$ cat config.mk
export PLATFORM = sky130hd
export DESIGN_NAME = tdm_slot_decoder
export DESIGN_NICKNAME = d
export VERILOG_FILES = /design/src/rtl/tdm_slot_decoder.sv
export SDC_FILE = /design/constraint.sdc
export NUM_CORES = 1
export LEC_CHECK = 0
export CORE_AREA = 2 2 45 78
export DETAILED_ROUTE_END_ITERATION = 7
export DIE_AREA = 0 0 47 80
export PLACE_DENSITY_LB_ADDON = 0.2
export SETUP_SLACK_MARGIN = 0.4
export SKIP_LAST_GASP = 1
export SLEW_MARGIN = 25
export SYNTH_ARGS = -nofsm -noshare
export SYNTH_HDL_FRONTEND = slang
export SYNTH_SLANG_ARGS = --single-unit
$ cat constraint.sdc
create_clock -name CLK -period 1.5 [get_ports CLK]
set_input_delay 0.375 -clock CLK [delete_from_list [all_inputs] [get_ports CLK]]
set_output_delay 0.375 -clock CLK [all_outputs]
set_load 0.05 [all_outputs]
$ cat src/rtl/tdm_slot_decoder.sv
// Receive side of the round-robin TDM slot stream: undoes the chained-XOR bit
// encoding, tracks the slot index and steers each word into its channel register.
module tdm_slot_decoder #(
   parameter int WD  = 4,
   parameter int NCH = 5
) (
   input  logic                    CLK,
   input  logic                    RSTX,
   input  logic [WD-1:0]           DIN,
   input  logic                    DVALID,
   input  logic                    DSYNC,
   input  logic                    ERR_CLR,
   output logic [NCH-1:0][WD-1:0]  OUT,
   output logic [NCH-1:0]          OVALID,
   output logic                    FRAME_DONE,
   output logic [2:0]              SLOT,
   output logic                    SYNC_ERR
);

   localparam logic [2:0] LAST = 3'(NCH - 1);

   typedef struct packed {
      logic          vld;
      logic [2:0]    slot;
      logic [WD-1:0] data;
   } wr_req_t;

   logic [WD-1:0] dec;
   wr_req_t       req;
   logic          misalign;

   // Serial ripple: each decoded bit depends on the previously decoded one.
   always_comb begin
      dec    = '0;
      dec[0] = DIN[0];
      for (int j = 1; j < WD; j++)
         dec[j] = DIN[j] ^ ~dec[j-1];
   end

   always_comb begin
      req      = '0;
      req.vld  = DVALID;
      req.slot = DSYNC ? 3'd0 : SLOT;
      req.data = dec;
      misalign = DVALID && DSYNC && (SLOT != 3'd0);
   end

   always_ff @(posedge CLK) begin
      if (!RSTX) begin
         SLOT       <= 3'd0;
         FRAME_DONE <= 1'b0;
         SYNC_ERR   <= 1'b0;
      end else begin
         FRAME_DONE <= req.vld && (req.slot == LAST);
         if (req.vld)
            SLOT <= (req.slot == LAST) ? 3'd0 : req.slot + 3'd1;
         // A fresh misalignment outranks a simultaneous clear.
         if (misalign)
            SYNC_ERR <= 1'b1;
         else if (ERR_CLR)
            SYNC_ERR <= 1'b0;
      end
   end

   for (genvar g = 0; g < NCH; g++) begin : g_chan
      logic wr;
      assign wr = req.vld && (req.slot == 3'(g));

      always_ff @(posedge CLK) begin
         if (!RSTX) begin
            OUT[g]    <= '0;
            OVALID[g] <= 1'b0;
         end else begin
            OVALID[g] <= wr;
            if (wr)
               OUT[g] <= req.data;
         end
      end
   end

endmodule

* After elaboration in Yosys (flattened, before gate mapping)
Cells that the tools add are included. Widths: inputs -> output; s select.
Word-level totals: flip-flop bits (word level) 29, input port bits 9, output and inout bits 30
Operators by class: add/subtract/negate cells 1, eq/ne operators 4, muxes and demuxes 4, bitwise operators 6, reduce and logical (&&, ||, !) cells 10
Operators by type and width (count):
- $logic_and 1x1->1 | 7
- $eq 3x2->1 const B | 2
- $mux 3 | 2
- $add 3x1->3 const B | 1
- $eq 3x1->1 const B | 1
- $eq 3x3->1 const B | 1
- $logic_not 3->1 | 1
- $not 1->1 | 3
- $reduce_bool 3->1 | 1
- $xor 1x1->1 | 3
- $mux 1 | 2
- $reduce_bool 2->1 | 1

* Logic depth before layout (Yosys ltp)
word-level depth 6, depth in mapped cells 7, mapped depth without buffers 6

* Worst setup path after synthesis
OpenSTA, ideal clock, no wires.
kind reg2reg, start point register SLOT[2], end point register OUT[14] in the netlist's numbering, data arrival time 1837 ps, path slack -408 ps, stages on the path, launching flop included 8, buffers on the path 1, period minus slack after synthesis 1908 ps, cells stage by stage dfxtp_1 > nor2b_1 > clkbuf_1 > inv_2 > ha_1 > nand2_1 > nand2_1 > a21oi_1
Between the ends: word-level cells in the longest chain between the ends 3
Ends and longest elaborated chain:
- start, declared | RTL line 16 | output logic [2:0] SLOT,
- start signal, assigned | RTL line 56 | SLOT <= (req.slot == LAST) ? 3'd0 : req.slot + 3'd1;
- $mux 3 | RTL line 43 | req.slot = DSYNC ? 3'd0 : SLOT;
- $eq 3x2->1 | RTL line 67 | assign wr = req.vld && (req.slot == 3'(g));
- $logic_and 1x1->1 | RTL line 67
- end signal, assigned by index | RTL line 76 | OUT[g] <= req.data;
- end, declared | RTL line 13 | output logic [NCH-1:0][WD-1:0] OUT,
Every way passes these cells. A chain may end at the register's enable or synchronous reset.

* Worst setup path after layout
start point input port DVALID, end point register OUT[3] in the netlist's numbering
Between the ends: word-level cells in the longest chain between the ends 1
Ends and longest elaborated chain:
- start, declared | RTL line 10 | input logic DVALID,
- $logic_and 1x1->1 | RTL line 67
Every way passes these cells.

==> results.tsv <==
metric	value	unit
largest net degree at the start of global routing	28	
P_int	0.001409	W
crit end category	flip-flop	
starting density of the core	38.53	%
post-synth top area cell	dfxtp_1	
Slew HR	53.67	%
ys flop type	dfxtp_1	
sequential fraction of the synthesis area	48.48	%
peak supply drop	1070	µV
Power Density	711.9	nW/µm²
Final nets	240	
TritonCTS clock tree	yes	
sequential power share	38.9	%
global-route wire length before repair	7.479	mm
initial antenna violation count	0	
syn_nets	141	
Max stage delay on crit path	0.66	ns
fmax	589.3	MHz
Clock Tree Buf Depth	2	
GPL Wtd Cong	0.8374	
worst setup margin	-0.1969	ns
die width	47	µm
#FFs+latches synth	29	
Routed WL per cell	26.43	µm
library cells used by synthesis	29	
CTS buffer count	5	
hpwl dp	2.690	mm
Final period util	113.1	%
worst slew pin tran	0.6842	ns
post-route ant nets	0	
CP Launch Type	input pin	
Final min period	1.697	ns
total wire length	7.190	mm
top-count cell post-synth	dfxtp_1	
Arr. time, crit path	1.84	ns
final-report max-slew violation count	0	
Setup Skew	0.008770	ns
crit path cell chain	dlygate4sd2_1 -> buf_6 -> clkinv_4 -> o311ai_1 -> o31ai_2	
Slowest cell on crit path	o311ai_1	
hold violation count in the final report	0	
Post-synth EDFFs	0	
Port Buffers	38	
CP max FO	9	
vias per cell	5.923	
setup_tns	-0.1969	ns
Final Setup Violations	1	
worst skew pair latency	0.30	ns
status	finished, violations left	
clock share of power	30.8	%
gr usage total	28.96	%
num ports	39	
Worst Hold Class	in -> reg	
Ys Warns	0	
Fillers	72	
layout cell share with drive strength beyond 1	79.04	%
vias in the first global route	1546	
WS Path Type	in -> reg	
DR vias	1611	
Max-Cap Viols	0	
die height	80	µm
Area Overhead vs Synth	147.6	%
worst slack at placement	-0.4326	ns
CTS clock-pin slew for the worst setup and hold paths	0.07	ns
iteration count of the initial detailed-routing pass	4	
die area	3760	µm²
Hold WS	0.4205	ns
combined area of all synthesized cells	1197	µm²
P_sw	0.0007019	W
Initial DRC Count	75	
Area contributors post-synth	dfxtp_1 48%, o31ai_1 6.9%, a21oi_1 5.9%, nand3_1 4.2%, nor2_1 3.4%	
leakage	1.184	nW
failing checks	negative setup slack	
Syn Area/Cell	9.282	µm²
clock root cell	clkbuf_8	
RSZ-0062 raised after global routing	yes	
sw frac	33.25	%
ys async rst share	0	%
share of the synthesized area in the top cell type	48.48	%
Power Total	0.002111	W
core area	3108	µm²
DRC errors left	0	
total clock sinks	29	
global route overflow	0	
diode count	0	
commonest cells in the netlist	29 x dfxtp_1, 14 x a21oi_1, 11 x nor2_1, 11 x o31ai_1, 10 x nand3_1	
Row Count	27	
Combinational Power Share	30.3	%
htree depth	2	
Crit path required time	1.64	ns
Post-Synthesis Cells	129	
## layout make-up
cell class	count	area, µm²	area share (%)
clock buffer	6	72.57	2.447
inverter	8	46.29	1.561
tap	43	53.80	1.814
timing repair buffer	99	1231	41.52
clock inverter	2	10.01	0.3376
multi-input combinational	85	913.4	30.80
sequential	29	638.1	21.52
## routing by layer
metal	GRT usage, %	share of wire [%]
met3	8.145	5.8
met1	26.40	32
met5	0	0
met2	48.36	54
met4	24.72	8.1
## cell usage in the layout, fill, tap and decap left out, types with 2 or more instances in the layout
master,n
nand2_1,2
inv_1,2
o31ai_2,6
o31ai_4,5
clkinv_4,2
nand3_2,3
o311ai_4,2
clkinv_2,3
dfxtp_4,9
a21oi_1,7
clkbuf_8,5
nand3_1,4
dlygate4sd2_1,2
buf_12,33
nand4_1,6
nand2b_4,2
nor2_4,2
nand3_4,3
buf_2,2
a21oi_2,7
ha_4,3
buf_6,18
nand2_4,4
inv_4,2
mux2i_1,4
o21ai_1,3
buf_4,41
dfxtp_2,19
nor2_1,8
clkdlybuf4s50_1,2
## state kept, by name (all words and copies together), names as in the netlist
signal / cells
SYNC_ERR: 1
OUT: 20
SLOT: 3
OVALID: 5
## worst paths after layout
kind	startpoint	to	slack (ns)	cells after the start
setup / recovery	DVALID	OUT[3]	-0.20	5
hold / removal	DSYNC	SYNC_ERR	0.42	3
setup reg to reg	SLOT[0]	OUT[3]	-0.19	5
hold reg to reg	OUT[8]	OUT[8]	0.50	2
## through the flow
step                cell area [µm²]  util (%)  cells
floorplan                      1297         -    129
global placement               2157     69.40    225
detailed placement             2157     69.40    225
CTS                            2611     84.02    257
global route                   2965     95.41    272
finish                         2965     95.41    272
## critical path: cells and delay by family
kind | cells | cell delay (ns)
buffers and inverters | 3 | 0.60
AO/OA/AOI/OAI | 2 | 0.86
## cell families (layout without fill, tap and decap cells)
logic type,count (synthesis),in the layout,synth area share [%]
buffers and inverters,15,115,5.747
and+or+nand+nor,42,42,17.66
adders and majority gates,3,3,3.135
muxes,4,4,3.344
DFF,29,29,48.49
AOI/OAI and AO/OA,33,33,17.45
xor gates and xnor gates,3,3,4.180
## power by group through the flow
stage / Combinational [W] / Clock (W) / Sequential, W
3_3_place_gp: 0.000390 / 0 / 0.000842
4_1_cts: 0.000490 / 0.000615 / 0.000821
2_1_floorplan: 0.000123 / 0 / 0.000908
5_1_grt: 0.000652 / 0.000704 / 0.000822
6_report: 0.000639 / 0.000650 / 0.000821
3_5_place_dp: 0.000401 / 0 / 0.000844
## what timing repair did
| item | CTS | global route |
|---|---|---|
| hold buffers | 0 | 0 |
| endpoints found under the setup margin | 59 | 58 |
| setup buffers | 24 | 15 |
| pin swaps | 22 | 20 |
| gates resized for setup | 77 | 48 |
Note: power is estimated with default switching activity, not from simulation.
